File: src/rtl/cyber_pkg.sv
// Shared definitions for the Cyber War computer opponent: legal LFSR widths,
// feedback tap masks and the difficulty-mode encoding.
package cyber_pkg;

  localparam int NUM_LEGAL_W = 3;
  localparam logic [NUM_LEGAL_W-1:0][4:0] LEGAL_W = {5'd16, 5'd10, 5'd8};

  typedef enum logic {
    MODE_FIXED = 1'b0,
    MODE_RAMP  = 1'b1
  } mode_e;

  // Maximal-length Fibonacci tap masks, bit n set means stage n feeds the XOR.
  function automatic logic [15:0] lfsr_taps(input int w);
    case (w)
      8:       return 16'h00B8;  // 7,5,4,3
      10:      return 16'h0240;  // 9,6
      16:      return 16'hD008;  // 15,14,12,3
      default: return 16'h0000;
    endcase
  endfunction

  function automatic bit is_legal_w(input int w);
    bit ok;
    ok = 1'b0;
    for (int i = 0; i < NUM_LEGAL_W; i++)
      if (w == int'(LEGAL_W[i])) ok = 1'b1;
    return ok;
  endfunction

endpackage

File: src/rtl/cyber_lfsr.sv
// Fibonacci shift-left LFSR with hold enable. A zero seed is replaced by 1 so
// the register can never start in (or reach) the all-zero lock-up state.
module cyber_lfsr
  import cyber_pkg::*;
#(
  parameter int W    = 10,
  parameter int SEED = 1
) (
  input  logic         clk,
  input  logic         reset,
  input  logic         en,
  output logic [W-1:0] q
);

  if (!is_legal_w(W)) begin : g_bad_w
    $error("cyber_lfsr: W must be 8, 10 or 16");
  end

  localparam logic [15:0]  TAPS16   = lfsr_taps(W);
  localparam logic [W-1:0] TAPS     = TAPS16[W-1:0];
  localparam logic [W-1:0] SEED_W   = W'(SEED);
  localparam logic [W-1:0] SEED_EFF = (SEED_W == '0) ? W'(1) : SEED_W;

  logic [W-1:0] r_q;
  logic [W-1:0] w_q_nxt;

  assign w_q_nxt = {r_q[W-2:0], ^(r_q & TAPS)};

  // Advance once per enabled cycle, freeze otherwise.
  always_ff @(posedge clk or posedge reset) begin
    if (reset)   r_q <= SEED_EFF;
    else if (en) r_q <= w_q_nxt;
  end

  assign q = r_q;

endmodule

File: src/rtl/cyber_player_gen.sv
// Computer opponent: compares the LFSR against a (possibly ramping) threshold
// and emits registered one-cycle press pulses, with a post-press cooldown.
module cyber_player_gen
  import cyber_pkg::*;
#(
  parameter int W          = 10,
  parameter int SEED       = 1,
  parameter int COOLDOWN   = 0,
  parameter int BOOST_STEP = 1
) (
  input  logic         clk,
  input  logic         reset,
  input  logic         en,
  input  logic         clear,
  input  logic         mode,
  input  logic [W-1:0] threshold,
  output logic         press,
  output logic [W-1:0] lfsr_q
);

  localparam int           CD_W   = (COOLDOWN < 1) ? 1 : $clog2(COOLDOWN + 1);
  localparam logic [CD_W-1:0] CD_LOAD = CD_W'(COOLDOWN);
  localparam longint       MAXV   = (longint'(1) << W) - 1;
  // Step clamped to the boost range so the W+1-bit adder below cannot wrap.
  localparam logic [W:0]   STEP_W = (BOOST_STEP >= MAXV) ? {1'b0, {W{1'b1}}}
                                                          : (W+1)'(BOOST_STEP);

  logic            r_press;
  logic [CD_W-1:0] r_cd;
  logic [W-1:0]    r_boost;

  logic [W-1:0]    w_lfsr;
  logic [W:0]      w_sum;
  logic [W-1:0]    w_eff;
  logic            w_hit;
  logic            w_press_nxt;
  logic [W:0]      w_bsum;
  logic [W-1:0]    w_boost_inc;

  cyber_lfsr #(.W(W), .SEED(SEED)) u_lfsr (
    .clk   (clk),
    .reset (reset),
    .en    (en),
    .q     (w_lfsr)
  );

  // Ramp mode adds the accumulated boost, saturating instead of wrapping.
  assign w_sum       = {1'b0, threshold} + {1'b0, r_boost};
  assign w_eff       = (mode == MODE_RAMP) ? (w_sum[W] ? {W{1'b1}} : w_sum[W-1:0])
                                           : threshold;
  assign w_hit       = (w_eff > w_lfsr);
  assign w_press_nxt = !clear && en && w_hit && (r_cd == '0);

  assign w_bsum      = {1'b0, r_boost} + STEP_W;
  assign w_boost_inc = w_bsum[W] ? {W{1'b1}} : w_bsum[W-1:0];

  // Press register: one cycle after the LFSR value it was decided on.
  always_ff @(posedge clk or posedge reset) begin
    if (reset) r_press <= 1'b0;
    else       r_press <= w_press_nxt;
  end

  // Cooldown counter: reload on press, count down only while running.
  always_ff @(posedge clk or posedge reset) begin
    if (reset)                   r_cd <= '0;
    else if (clear)              r_cd <= '0;
    else if (w_press_nxt)        r_cd <= CD_LOAD;
    else if (en && r_cd != '0)   r_cd <= r_cd - 1'b1;
  end

  // Boost accumulates per ramp-mode press; kept (but unused) in fixed mode.
  always_ff @(posedge clk or posedge reset) begin
    if (reset)                                   r_boost <= '0;
    else if (clear)                              r_boost <= '0;
    else if (w_press_nxt && mode == MODE_RAMP)   r_boost <= w_boost_inc;
  end

  assign press  = r_press;
  assign lfsr_q = w_lfsr;

endmodule

File: config.mk
export PLATFORM = sky130hd
export DESIGN_NAME = cyber_player_gen
export DESIGN_NICKNAME = d
export VERILOG_FILES = /design/src/rtl/cyber_pkg.sv /design/src/rtl/cyber_lfsr.sv /design/src/rtl/cyber_player_gen.sv
export SDC_FILE = /design/constraint.sdc
export NUM_CORES = 1
export LEC_CHECK = 0
export ABC_AREA = 1
export CAP_MARGIN = 25
export CORE_ASPECT_RATIO = 1.4
export CORE_MARGIN = 2
export CORE_UTILIZATION = 24
export DETAILED_ROUTE_END_ITERATION = 8
export PLACE_DENSITY_LB_ADDON = 0.25
export SYNTH_ARGS = -nofsm -noshare
export SYNTH_HDL_FRONTEND = slang
export SYNTH_SLANG_ARGS = --single-unit
File: constraint.sdc
create_clock -name clk -period 3.1 [get_ports clk]
set_input_delay 0.62 -clock clk [delete_from_list [all_inputs] [get_ports clk]]
set_output_delay 0.62 -clock clk [all_outputs]
set_load 0.03 [all_outputs]
* After elaboration in Yosys (flattened, before gate mapping)
Cells that the tools add are included.
** Cells by class
- $lt $le $gt $ge :: 1
- Equal/unequal tests :: 0
- Multipliers :: 0
- Multiplexer cells :: 8
- Bitwise gates (word level) :: 1
- Div/mod/pow operators :: 0
- Reduce and logical (&&, ||, !) cells :: 9
- Shift operators :: 0
- Add/sub/neg operators :: 3
** Operators by type and width (number)
- $mux W10 :: 5
- $add A10 B1 Y11 const B :: 1
- $add A10 B10 Y11 :: 1
- $gt A10 B10 Y1 :: 1
- $reduce_xor A10 Y1 :: 1
- $logic_and A1 B1 Y1 :: 5
- $mux W1 :: 3
- $reduce_bool A3 Y1 :: 1
- $reduce_bool A2 Y1 :: 1
- $logic_not A1 Y1 :: 1
- $not A1 Y1 :: 1
- $sub A1 B1 Y1 const B :: 1
** Storage, ports and cells
- Memories kept :: 0
- Memory bits (read-only) :: 0
- Bits in writable memories :: 0
- Bits in latches :: 0
- Logic and storage cells :: 26
- Register bits after elaboration :: 22
- Bits of input ports :: 15

* Logic depth before layout (Yosys ltp)
- Word-level depth :: 9
- Mapped depth :: 22
- Mapped depth without buffers :: 22

* Modules after synthesis
From an unflattened synthesis, not the netlist that was laid out.
** Second synthesis, totals
- Cell total of the unflattened synthesis :: 324
- Area total of the unflattened synthesis :: 2194.6 um^2
** Modules (own cells, without submodules)
- cyber_player_gen :: times used 1, cells each 271, seq. area each 300.3 um^2, area an instance 1726.7 um^2
- cyber_lfsr :: times used 1, cells each 53, seq. area each 251.5 um^2, area an instance 467.9 um^2

* Worst setup path before layout
Ideal clock, no wire load.
- Kind :: input-to-reg
- Start point :: in threshold[0]
- End point :: reg r_boost[0]
- Data required time :: 2981 ps
- Stages :: 20
- Setup slack :: 227 ps
- Library setup time :: 119 ps
- Arrival time :: 2754 ps
- Cell sequence :: ha_1 inv_1 fa_1 inv_1 nand3_1 nand3_1 nand3_1 nand3_1 nand3_1 nor2_1 nor2_1 ha_1 nand2_1 nor2_2 nand3_1 nand3_1 nand3_2 buf_6 nand3_1 nand2_1
** Between the ends
- Word-level cells in the longest chain between the ends :: 8
** RTL lines
- start: declaration :: line cyber_player_gen.sv:16 : input logic [W-1:0] threshold,
- $add A10 B10 Y11 :: line cyber_player_gen.sv:48 : assign w_sum = {1'b0, threshold} + {1'b0, r_boost};
- $mux W10 :: line cyber_player_gen.sv:49 : assign w_eff = (mode == MODE_RAMP) ? (w_sum[W] ? {W{1'b1}} : w_sum[W-1:0])
- $mux W10 (*) :: line cyber_player_gen.sv:49
- $gt A10 B10 Y1 (*) :: line cyber_player_gen.sv:51 : assign w_hit = (w_eff > w_lfsr);
- $logic_and A1 B1 Y1 (*) (2 in a row) :: line cyber_player_gen.sv:52 : assign w_press_nxt = !clear && en && w_hit && (r_cd == '0);
- $logic_and A1 B1 Y1 (*) :: line cyber_player_gen.sv:75 : else if (w_press_nxt && mode == MODE_RAMP) r_boost <= w_boost_inc;
- $reduce_bool A2 Y1 (no source line) (*)
- end signal: assignment :: line cyber_player_gen.sv:75
- end: declaration :: line cyber_player_gen.sv:30 : logic [W-1:0] r_boost;
Every way passes the cells marked *; elsewhere a longest branch is shown, timed or not.
A chain may end at the register's enable or synchronous reset.

* Final worst setup path
- Start point :: in threshold[3]
- End point :: reg r_boost[1]
Same word-level chain as after synthesis.

==> flow_metrics.tcl <==
set metrics [dict create \
    slew_headroom_pct 40.6 \
    finalWirelength_mm 5.60 \
    reg2reg_depth 21 \
    post-route-min-period_ns 2.90 \
    grt_max_degree 23 \
    gp_congestion 0.836 \
    worstHoldPathCells 2 \
    htreeDepth 1 \
    multi_input_area_um2 1460 \
    ff_latch_area_um2 552 \
    hp-class "flop to flop" \
    p_per_area_nw_per_um2 384 \
    final_layout_size_suffix_gt1_share_pct 26.7 \
    synth_edf_count 0 \
    drt_iter0_markers 56 \
    cp.arrival_ns 3.10 \
    postPlaceCellArea_um2 2660 \
    die_area_um2 9380 \
    viasPerCell 4.41 \
    wl_per_cell_um 12.0 \
    hpwl_mm 4.48 \
    clk_path_buf_depth 2 \
    drc_errors 0 \
    critPathMaxFanout 6 \
    std_cell_rows 40 \
    power.total_mw 1.15 \
    coreArea_um2 8460 \
    outcome "completed" \
    syn_nets 342 \
    cp-startpoint "threshold[3]" \
    r2r_slack_ns 0.33 \
    syn_inst 305 \
    grt_antenna_before_repair 0 \
    synth-seq-cells 22 \
    tightestPinTransition_ns 0.890 \
    cp.required_ns 3.30 \
    die_y_um 114 \
    finalHoldViolCount 0 \
    cp-start-kind "primary input" \
    start_util_pct 24.4 \
    port_buffers 25 \
    cts_root_buf "clkbuf_16" \
    max_clock_freq_ghz 0.345 \
    clk_pin_slew_ns 0.06 \
    antenna_cells 0 \
    ys_warn_count 0 \
    syn_to_final_growth_pct 44.3 \
    drv_cap 0 \
    io_pins 26 \
    dr.pass1.iters 5 \
    fin_crit_sh_pct 93.6 \
    synthFlopType "dfrtp_1" \
    cts.sinks 22 \
    grt_pass1_wl_mm 8.94 \
    grt_use_total_pct 12.2 \
    ys_types 36 \
    crit_type "primary input to flop" \
    fill_cells 886 \
    leakage_nw 1.53 \
    synth_area_per_cell_um2 6.78 \
    r2r-start "r_boost[0]" \
    die_w_um 82.4 \
    clock_skew_ns 0.00452 \
    overflow 0 \
    nets 401 \
    finalSetupViolations 0 \
    end_kind "flop" \
    reg2reg_to "r_boost[1]" \
    clk_latency_ns 0.25 \
    synth-seq-area-share_pct 26.7 \
    cts_tree "done" \
    numCtsBuffers 3 \
    synth_area_um2 2070 \
    grt_pass1_vias 2001 \
    postCtsHoldBufs 0 \
    finish.instance_area_um2 2980 \
    crit_end "r_boost[1]" \
    drtAntennaViolNets 0 \
    vias 2065 \
    async_reset_ff_share_pct 100 \
    ir_drop_v 0.000241 \
    report.final.slew_viol_count 0 \
]
-- synth_stat cells (3+ instances only) --
cell     instances  area (um2)
ha_1            21         263
buf_4            9        67.6
nand4_1          4        25.0
xnor2_1          4        35.0
nand2_1         92         345
nand3_1         28         140
nor2_1          20        75.1
o22ai_1          3        18.8
dfrtp_1         21         526
xor2_1           3        26.3
inv_1           46         173
o21ai_0         14        70.1
a21oi_1         11        55.1
nand2_2          3        18.8
-- critical path: stages --
cell and delay, ns:
dlygate4sd2_1 0.28, ha_4 0.24, nand2_1 0.11, nand2_1 0.07
nand2_1 0.07, nand3_2 0.11, nand2_2 0.08, nand2_2 0.06
nand2_4 0.12, nand3_2 0.07, nand2_1 0.07, inv_1 0.07
ha_4 0.27, nand2_2 0.07, nor2_4 0.14, nand2_1 0.06
o21ai_1 0.12, inv_1 0.09, nand3_4 0.11, buf_6 0.13
nand3_1 0.06, nand2_1 0.07
-- report_power, final --
group,switching (mW),internal (mW)
Sequential,0.0385,0.332
Combinational,0.268,0.203
Clock,0.108,0.197
Total,0.414,0.732
-- state kept, by name (all words and copies together), names as in the netlist --
name      cells
press         1
r_boost      10
r_cd          1
u_lfsr.q     10
-- how the worst min path moves through the flow --
stage,start,endpoint
2_1_floorplan,u_lfsr.q[8],u_lfsr.q[9]
3_3_place_gp,u_lfsr.q[8],u_lfsr.q[9]
3_5_place_dp,u_lfsr.q[4],u_lfsr.q[5]
4_1_cts,u_lfsr.q[4],u_lfsr.q[5]
5_1_grt,r_cd,r_cd
6_report,u_lfsr.q[4],u_lfsr.q[5]
-- through the flow --
stage	std cells	setup WS (ns)	TNS, ns	utilization [%]	hold WS [ns]
6_report	468	0.199	0	35.3	0.520
3_3_place_gp	462	-0.618	-6.46	31.4	0.492
3_5_place_dp	462	-0.624	-6.52	31.4	0.504
5_1_grt	468	-0.00161	-0.00161	35.3	0.560
4_1_cts	468	0.0290	0	34.7	0.519
2_1_floorplan	305	0.227	0	-	0.473
-- area by class of cell --
type | count | area share (%)
inverter | 48 | 6.12
tap | 105 | 4.40
clock buffer | 4 | 2.98
timing repair buffer | 67 | 18.9
sequential | 22 | 18.5
multi-input combinational | 222 | 49.1
-- per-layer routing --
| layer | wire length [um] | part of all wire [%] | up-vias | track usage (%) |
|---|---|---|---|---|
| li1 | - | - | 1081 | - |
| met1 | 2070 | 37 | 947 | 11.6 |
| met2 | 3280 | 59 | 29 | 25.9 |
| met3 | 143 | 2.6 | 8 | 1.11 |
| met4 | 106 | 1.9 | 0 | 3.56 |
| met5 | 0 | 0 | - | 0 |
-- placed cells by master (no fill, tap or decap), types with 4 or more instances in the layout --
master | Yosys | final
nand4_1 | 4 | 4
o21ai_0 | 14 | 14
buf_4 | 9 | 40
inv_1 | 46 | 44
nand2_2 | 3 | 8
ha_1 | 21 | 11
dlygate4sd2_1 | 0 | 5
nand3_1 | 28 | 21
nor2_1 | 20 | 17
xnor2_1 | 4 | 4
ha_4 | 0 | 9
a21oi_1 | 11 | 5
dfrtp_1 | 21 | 21
nand2_1 | 92 | 86
clkdlybuf4s50_1 | 0 | 15
nand3_2 | 2 | 8
a21oi_2 | 0 | 6
-- cells by family after synthesis --
family	after synthesis	share of synthesized area, %
and+or+nand+nor	159	34.5
xor gates and xnor gates	7	2.97
adders and majority gates	22	13.7
DFF	22	26.7
buffers and inverters	61	13.1
AOI/OAI and AO/OA	34	9.02
-- timing repair --
action,in CTS,in global routing
endpoints found under the setup margin,11,11
buffers inserted,2,0
pin swaps,15,6
gates resized for setup,39,17
Power figures use the tool's default switching activity.
